**src/rtl/axis_chirp_sequencer_if.sv**
```systemverilog
// Configuration, control and status bundle between a burst controller
// (master) and the chirp sequencer (slave).
interface axis_chirp_sequencer_if #(
    parameter int CNT_WIDTH    = 24,
    parameter int NCHIRP_WIDTH = 16
);
    logic [CNT_WIDTH-1:0]    cfg_period;
    logic [CNT_WIDTH-1:0]    cfg_ramp_len;
    logic [NCHIRP_WIDTH-1:0] cfg_nchirps;
    logic [3:0]              cfg_nfft;
    logic                    start;
    logic                    stop;
    logic                    frame_done;
    logic                    err_nsmall;

    logic                    ramp;
    logic [3:0]              nfft;
    logic                    busy;
    logic                    done;
    logic                    cfg_err;
    logic                    overrun;
    logic [NCHIRP_WIDTH-1:0] chirp_count;
    logic [15:0]             err_count;

    modport master (
        output cfg_period, cfg_ramp_len, cfg_nchirps, cfg_nfft,
        output start, stop, frame_done, err_nsmall,
        input  ramp, nfft, busy, done, cfg_err, overrun, chirp_count, err_count
    );

    modport slave (
        input  cfg_period, cfg_ramp_len, cfg_nchirps, cfg_nfft,
        input  start, stop, frame_done, err_nsmall,
        output ramp, nfft, busy, done, cfg_err, overrun, chirp_count, err_count
    );
endinterface

```
**src/rtl/axis_chirp_sequencer.sv**
```systemverilog
// Chirp burst sequencer: generates period-spaced ramp pulses for a burst of
// chirps, tracks outstanding framer frames and counts framer errors.
//
// state  | meaning
// S_IDLE | waiting for start; configuration checked and latched here
// S_RAMP | ramp high, timer counts down the ramp length
// S_GAP  | ramp low, timer counts down the remainder of the period
// S_DONE | one-cycle burst completion pulse
module axis_chirp_sequencer #(
    parameter int CNT_WIDTH    = 24,
    parameter int NCHIRP_WIDTH = 16
) (
    input logic                   aclk,
    input logic                   areset,
    axis_chirp_sequencer_if.slave bus
);
    typedef enum logic [1:0] {S_IDLE, S_RAMP, S_GAP, S_DONE} state_t;

    state_t                  state_q, state_d;
    logic [CNT_WIDTH-1:0]    period_q, period_d;
    logic [CNT_WIDTH-1:0]    ramp_len_q, ramp_len_d;
    logic [CNT_WIDTH-1:0]    timer_q, timer_d;
    logic [NCHIRP_WIDTH-1:0] nchirps_q, nchirps_d;
    logic [NCHIRP_WIDTH-1:0] chirp_count_q, chirp_count_d;
    logic [3:0]              nfft_q, nfft_d;
    logic [3:0]              pending_q, pending_d;
    logic [15:0]             err_count_q, err_count_d;
    logic                    ramp_q, ramp_d;
    logic                    busy_q, busy_d;
    logic                    done_q, done_d;
    logic                    cfg_err_q, cfg_err_d;
    logic                    overrun_q, overrun_d;

    logic                    cfg_bad;
    logic                    accept;
    logic                    ramp_entry;

    // A period not longer than the ramp would leave no gap cycle to count down.
    assign cfg_bad = (bus.cfg_ramp_len == '0) || (bus.cfg_nchirps == '0) ||
                     (bus.cfg_period <= bus.cfg_ramp_len);

    always_comb begin
        state_d       = state_q;
        period_d      = period_q;
        ramp_len_d    = ramp_len_q;
        timer_d       = timer_q;
        nchirps_d     = nchirps_q;
        chirp_count_d = chirp_count_q;
        nfft_d        = nfft_q;
        pending_d     = pending_q;
        err_count_d   = err_count_q;
        ramp_d        = ramp_q;
        busy_d        = busy_q;
        done_d        = 1'b0;
        cfg_err_d     = 1'b0;
        overrun_d     = overrun_q;
        accept        = 1'b0;
        ramp_entry    = 1'b0;

        if (busy_q && bus.err_nsmall && (err_count_q != 16'hFFFF)) begin
            err_count_d = err_count_q + 16'd1;
        end

        if (bus.stop && ((state_q == S_RAMP) || (state_q == S_GAP))) begin
            state_d = S_IDLE;
            ramp_d  = 1'b0;
            busy_d  = 1'b0;
        end else begin
            case (state_q)
                S_IDLE: begin
                    if (bus.start && !bus.stop) begin
                        if (cfg_bad) begin
                            cfg_err_d = 1'b1;
                        end else begin
                            accept        = 1'b1;
                            period_d      = bus.cfg_period;
                            ramp_len_d    = bus.cfg_ramp_len;
                            nchirps_d     = bus.cfg_nchirps;
                            nfft_d        = bus.cfg_nfft;
                            timer_d       = bus.cfg_ramp_len - CNT_WIDTH'(1);
                            chirp_count_d = NCHIRP_WIDTH'(1);
                            err_count_d   = '0;
                            overrun_d     = 1'b0;
                            ramp_d        = 1'b1;
                            busy_d        = 1'b1;
                            state_d       = S_RAMP;
                        end
                    end
                end
                S_RAMP: begin
                    if (timer_q == '0) begin
                        state_d = S_GAP;
                        ramp_d  = 1'b0;
                        timer_d = period_q - ramp_len_q - CNT_WIDTH'(1);
                    end else begin
                        timer_d = timer_q - CNT_WIDTH'(1);
                    end
                end
                S_GAP: begin
                    if (timer_q != '0) begin
                        timer_d = timer_q - CNT_WIDTH'(1);
                    end else if (chirp_count_q < nchirps_q) begin
                        ramp_entry    = 1'b1;
                        state_d       = S_RAMP;
                        ramp_d        = 1'b1;
                        chirp_count_d = chirp_count_q + NCHIRP_WIDTH'(1);
                        timer_d       = ramp_len_q - CNT_WIDTH'(1);
                        if (pending_q >= 4'd2) begin
                            overrun_d = 1'b1;
                        end
                    end else begin
                        state_d = S_DONE;
                        busy_d  = 1'b0;
                        done_d  = 1'b1;
                    end
                end
                S_DONE: begin
                    state_d = S_IDLE;
                end
                default: begin
                    state_d = S_IDLE;
                end
            endcase
        end

        // The first ramp of a burst counts as one outstanding frame.
        if (accept) begin
            pending_d = 4'd1;
        end else if (bus.stop) begin
            pending_d = '0;
        end else if (ramp_entry && !bus.frame_done) begin
            if (pending_q != 4'hF) begin
                pending_d = pending_q + 4'd1;
            end
        end else if (!ramp_entry && bus.frame_done) begin
            if (pending_q != 4'd0) begin
                pending_d = pending_q - 4'd1;
            end
        end
    end

    always_ff @(posedge aclk) begin
        if (areset) begin
            state_q       <= S_IDLE;
            period_q      <= '0;
            ramp_len_q    <= '0;
            timer_q       <= '0;
            nchirps_q     <= '0;
            chirp_count_q <= '0;
            nfft_q        <= '0;
            pending_q     <= '0;
            err_count_q   <= '0;
            ramp_q        <= 1'b0;
            busy_q        <= 1'b0;
            done_q        <= 1'b0;
            cfg_err_q     <= 1'b0;
            overrun_q     <= 1'b0;
        end else begin
            state_q       <= state_d;
            period_q      <= period_d;
            ramp_len_q    <= ramp_len_d;
            timer_q       <= timer_d;
            nchirps_q     <= nchirps_d;
            chirp_count_q <= chirp_count_d;
            nfft_q        <= nfft_d;
            pending_q     <= pending_d;
            err_count_q   <= err_count_d;
            ramp_q        <= ramp_d;
            busy_q        <= busy_d;
            done_q        <= done_d;
            cfg_err_q     <= cfg_err_d;
            overrun_q     <= overrun_d;
        end
    end

    assign bus.ramp        = ramp_q;
    assign bus.nfft        = nfft_q;
    assign bus.busy        = busy_q;
    assign bus.done        = done_q;
    assign bus.cfg_err     = cfg_err_q;
    assign bus.overrun     = overrun_q;
    assign bus.chirp_count = chirp_count_q;
    assign bus.err_count   = err_count_q;
endmodule

```
**src/flat_wrapper.sv**
```systemverilog
// flat-port wrapper written by rule: the top's interface ports become plain ports
module axis_chirp_sequencer_flat 
#(
    parameter int CNT_WIDTH    = 24,
    parameter int NCHIRP_WIDTH = 16
)
  (aclk, areset, bus_cfg_period, bus_cfg_ramp_len, bus_cfg_nchirps, bus_cfg_nfft, bus_start, bus_stop, bus_frame_done, bus_err_nsmall, bus_ramp, bus_nfft, bus_busy, bus_done, bus_cfg_err, bus_overrun, bus_chirp_count, bus_err_count);
  axis_chirp_sequencer_if #(.CNT_WIDTH(CNT_WIDTH), .NCHIRP_WIDTH(NCHIRP_WIDTH)) bus_i ();
  input logic aclk;
  input logic areset;
  input wire logic [$bits(bus_i.cfg_period)-1:0] bus_cfg_period;
  input wire logic [$bits(bus_i.cfg_ramp_len)-1:0] bus_cfg_ramp_len;
  input wire logic [$bits(bus_i.cfg_nchirps)-1:0] bus_cfg_nchirps;
  input wire logic [$bits(bus_i.cfg_nfft)-1:0] bus_cfg_nfft;
  input wire logic [$bits(bus_i.start)-1:0] bus_start;
  input wire logic [$bits(bus_i.stop)-1:0] bus_stop;
  input wire logic [$bits(bus_i.frame_done)-1:0] bus_frame_done;
  input wire logic [$bits(bus_i.err_nsmall)-1:0] bus_err_nsmall;
  output wire logic [$bits(bus_i.ramp)-1:0] bus_ramp;
  output wire logic [$bits(bus_i.nfft)-1:0] bus_nfft;
  output wire logic [$bits(bus_i.busy)-1:0] bus_busy;
  output wire logic [$bits(bus_i.done)-1:0] bus_done;
  output wire logic [$bits(bus_i.cfg_err)-1:0] bus_cfg_err;
  output wire logic [$bits(bus_i.overrun)-1:0] bus_overrun;
  output wire logic [$bits(bus_i.chirp_count)-1:0] bus_chirp_count;
  output wire logic [$bits(bus_i.err_count)-1:0] bus_err_count;
  assign bus_i.cfg_period = bus_cfg_period;
  assign bus_i.cfg_ramp_len = bus_cfg_ramp_len;
  assign bus_i.cfg_nchirps = bus_cfg_nchirps;
  assign bus_i.cfg_nfft = bus_cfg_nfft;
  assign bus_i.start = bus_start;
  assign bus_i.stop = bus_stop;
  assign bus_i.frame_done = bus_frame_done;
  assign bus_i.err_nsmall = bus_err_nsmall;
  assign bus_ramp = bus_i.ramp;
  assign bus_nfft = bus_i.nfft;
  assign bus_busy = bus_i.busy;
  assign bus_done = bus_i.done;
  assign bus_cfg_err = bus_i.cfg_err;
  assign bus_overrun = bus_i.overrun;
  assign bus_chirp_count = bus_i.chirp_count;
  assign bus_err_count = bus_i.err_count;
  axis_chirp_sequencer #(.CNT_WIDTH(CNT_WIDTH), .NCHIRP_WIDTH(NCHIRP_WIDTH)) u_core (.aclk(aclk), .areset(areset), .bus(bus_i));
endmodule
```
**config.mk**
```make
export PLATFORM = sky130hd
export DESIGN_NAME = axis_chirp_sequencer_flat
export DESIGN_NICKNAME = d
export VERILOG_FILES = /design/src/rtl/axis_chirp_sequencer_if.sv /design/src/rtl/axis_chirp_sequencer.sv /design/src/flat_wrapper.sv
export SDC_FILE = /design/constraint.sdc
export NUM_CORES = 1
export LEC_CHECK = 0
export ABC_AREA = 1
export CAP_MARGIN = 10
export CORE_UTILIZATION = 54
export CTS_BUF_LIST = sky130_fd_sc_hd__clkbuf_4
export DETAILED_ROUTE_END_ITERATION = 10
export PLACE_DENSITY_LB_ADDON = 0.12
export SLEW_MARGIN = 25
export SYNTH_ARGS = -nofsm -noshare
export SYNTH_HDL_FRONTEND = slang
export SYNTH_SLANG_ARGS = --single-unit
```
**constraint.sdc**
```tcl
create_clock -name aclk -period 2.5 [get_ports aclk]
set_clock_uncertainty 0.15 [all_clocks]
set_input_delay 0.5 -clock aclk [delete_from_list [all_inputs] [get_ports aclk]]
set_output_delay 0.5 -clock aclk [all_outputs]
set_load 0.005 [all_outputs]
```
==> flow_metrics.py <==
metrics = {
    "critical_path": {
        "critPathRequiredTime_ns": 2.87,
        "cp_max_fo": 3,
        "r2r_slack_ns": -0.20,
        "crit_slowest_cell": "dfxtp_2",
        "critPathTopFamily": "simple AND/OR/NAND/NOR gates",
        "crit_buf_inv": 6,
        "critPathKind": "flip-flop to flip-flop",
        "start_kind": "flip-flop",
        "cp-end-kind": "flip-flop",
        "critical_path_arrival_ns": 3.07,
        "max_stage_delay_ns": 0.33,
        "path_cells": "inv_2 -> ha_4 -> nand2_1 -> inv_1 -> o21bai_1 -> a21oi_1 -> nor2_1 -> buf_4 -> nand3_4 -> inv_4 -> nand3_4 -> ha_4 -> a21oi_2 -> inv_1 -> a21oi_2 -> inv_1 -> nand4_1 -> nand2_1 -> nand3_1 -> nand2_1 -> nor2_1",
    },
    "job": {
        "maxCapViolations": 0,
    },
    "routing": {
        "vias": 12800,
        "drt_iter0_markers": 1325,
        "post_drt_wl_per_cell_microns": 16.6,
        "dr.pass1.iters": 7,
        "via_per_inst": 5.56,
        "ant_nets": 0,
        "drc": 0,
        "drt-total-wl_mm": 38.2,
    },
    "cts": {
        "clk_pin_slew_ns": 0.13,
        "ctsHtreeMaxLevel": 4,
        "cts-root-buf": "clkbuf_4",
        "worstSkewPairLatency_ns": 0.59,
        "hold_buffers": 0,
        "clk_path_buf_depth": 2,
        "numCtsBuffers": 17,
        "tritoncts": "done",
        "cts.sinks": 135,
    },
    "floorplanning": {
        "core_area_sq_um": 19000,
        "fp.dieH_microns": 142,
        "fp.dieW_microns": 142,
        "placementRows": 50,
        "io_pins": 115,
        "initial_core_util_pct": 56.0,
        "dieArea_sq_um": 20300,
    },
    "timing": {
        "post-route-period-util_pct": 108,
        "worst_slew_pin_slew_ns": 0.677,
        "hold-worst-slack_ns": 0.0948,
        "slew_viol_final": 0,
        "period_needed_ns": 2.70,
        "setup_violations": 10,
        "setup_ws_ns": -0.200,
        "rsz0062_at_grt": "yes",
        "max_freq_mhz": 370,
        "hold_viol": 0,
        "slew_headroom_pct": 54.9,
    },
    "yosys": {
        "synthTopCellsByArea": "dfxtp_1 25%, nand2_1 15%, ha_1 8.7%, a21oi_1 8.6%, inv_1 7.5%",
        "syn_avg_cell_area_sq_um": 6.17,
        "synth-main-ff-cell": "dfxtp_1",
        "syn-cell-area_sq_um": 10600,
        "ys_ff_latch": 135,
        "postSynthCellCount": 1724,
        "async_flop_share_pct": 0,
        "ys_types": 50,
        "synth_largest_area_cell": "dfxtp_1",
        "synth-edff-count": 0,
        "synth.top_cell.area_share_pct": 25.4,
        "synth.yosys.seq_area_share_pct": 25.4,
        "yosysWarnings": 0,
        "synth.net_count": 1874,
    },
    "run_status": {
        "outcome": "finished, violations left",
        "violations": "negative setup slack",
    },
    "layout": {
        "postLayoutCellArea_sq_um": 14700,
        "layout_commonest_cell": "nand2_1",
        "fill_cells": 1513,
        "final_cell_mix": "405 x nand2_1, 206 x buf_4, 194 x inv_1, 194 x nor2_1, 162 x a21oi_1",
        "nets": 2184,
        "num_antenna_cells": 0,
        "drive_above_1_share_pct": 22.6,
        "syn_to_final_growth_pct": 38.1,
    },
    "global_routing": {
        "antenna_found_initial": 0,
        "grt_usage_pct": 36.4,
        "grt_pass1_vias": 11700,
        "grt_pass1_wl_mm": 57.4,
        "grt-ovfl-total": 0,
        "grt_max_degree": 45,
    },
    "placed_design": {
        "placed_area_sq_um": 13500,
        "io_buffers": 114,
        "routabilityCongestion": 0.964,
        "dpl.hpwl_mm": 28.0,
    },
    "worst_hold_path": {
        "hold_path_class": "primary input to flip-flop",
    },
    "power_and_ir_drop": {
        "max-vdd-ir-drop_uv": 421,
        "power.density_nw_per_um2": 546,
        "power_leakage_nw": 6.69,
    },
}
==> through the flow <==
| step | std cells | setup slack [ns] | util [%] | total power [mW] | TNS, ns |
|---|---|---|---|---|---|
| 6_report | 2306 | -0.200 | 77.3 | 8.02 | -0.508 |
| 4_1_cts | 2289 | -0.0794 | 73.3 | 7.53 | -0.0794 |
| 3_3_place_gp | 2253 | -0.597 | 71.1 | 5.99 | -64.54 |
| 3_5_place_dp | 2253 | -0.687 | 71.1 | 6.06 | -74.92 |
| 2_1_floorplan | 1724 | 0.000840 | - | 4.70 | 0 |
| 5_1_grt | 2306 | -0.346 | 77.3 | 8.47 | -2.04 |
==> metal layers <==
metal / share of wire, % / global-route usage, % / vias to the layer above
li1: - / - / 6261
met1: 41 / 46.8 / 5851
met2: 47 / 60.9 / 587
met3: 7.4 / 4.27 / 123
met4: 4.4 / 16.6 / 0
met5: 0 / 0 / -
==> repair_timing <==
item | CTS | global route
endpoints found under the setup margin | 30 | 86
resized for setup | 30 | 164
pin swaps | 7 | 50
cloned | 2 | 6
setup buffers | 3 | 13
==> where the power goes <==
part | switching (mW) | internal [mW]
clock | 0.905 | 0.489
sequential | 0.143 | 2.31
combinational | 2.55 | 1.63
total | 3.60 | 4.42
==> cell type report <==
cell class                      count  area, sq um  area share, %
Clock inverter                     13          108          0.732
Tap cell                          260          325           2.21
Multi-Input combinational cell   1324         7500           51.0
Sequential cell                   135         2730           18.6
Inverter                          217          835           5.68
Clock buffer                       18          135          0.919
Timing Repair Buffer              339         3070           20.9
==> Yosys cell counts (all sizes together) (24+ instances only) <==
library cell and instances:
clkbuf 24, xor2 34, buf 25, nor2 229, a21oi 196, inv 215
o21ai 129, nand3 117, nand2 437, ha 74, nor3 30, dfxtp 135
nand4 31
==> kinds of logic after synthesis <==
logic type | after synthesis | share of synthesized area, %
buffers and inverters | 266 | 10.2
flip-flops | 135 | 25.4
adder cells (fa/ha/maj) | 76 | 9.08
AO/OA/AOI/OAI | 346 | 17.3
AND/OR/NAND/NOR | 863 | 34.8
XOR/XNOR | 38 | 3.13
==> sequential cells by signal, summed over array words and instances (netlist names) <==
signal / cells
u_core.bus.busy: 1
u_core.bus.cfg_err: 1
u_core.bus.chirp_count: 16
u_core.bus.done: 1
u_core.bus.err_count: 16
u_core.bus.nfft: 4
u_core.bus.overrun: 1
u_core.bus.ramp: 1
u_core.nchirps_q: 16
u_core.pending_q: 4
u_core.period_q: 24
u_core.ramp_len_q: 24
u_core.state_q: 2
u_core.timer_q: 24
==> worst paths after layout <==
kind	from	end	cells after the start
setup reg to reg	u_core.nchirps_q[9]$_SDFFE_PP0P_	u_core.pending_q[3]$_SDFFE_PP0P_	21
hold / removal	bus_cfg_period[23]	u_core.period_q[23]$_SDFFE_PP0P_	3
setup / recovery	u_core.nchirps_q[9]$_SDFFE_PP0P_	u_core.pending_q[3]$_SDFFE_PP0P_	21
hold reg to reg	u_core.nchirps_q[1]$_SDFFE_PP0P_	u_core.nchirps_q[1]$_SDFFE_PP0P_	2
==> worst reg2reg max path, stage by stage (launching register included) <==
cell      delay, ns
dfxtp_2        0.33
inv_2          0.07
ha_4           0.20
nand2_1        0.05
inv_1          0.03
o21bai_1       0.14
a21oi_1        0.09
nor2_1         0.12
buf_4          0.16
nand3_4        0.08
inv_4          0.08
nand3_4        0.08
ha_4           0.26
a21oi_2        0.11
inv_1          0.06
a21oi_2        0.15
inv_1          0.07
nand4_1        0.10
nand2_1        0.10
nand3_1        0.08
nand2_1        0.05
nor2_1         0.10
Note: power is estimated with default switching activity, not from simulation.
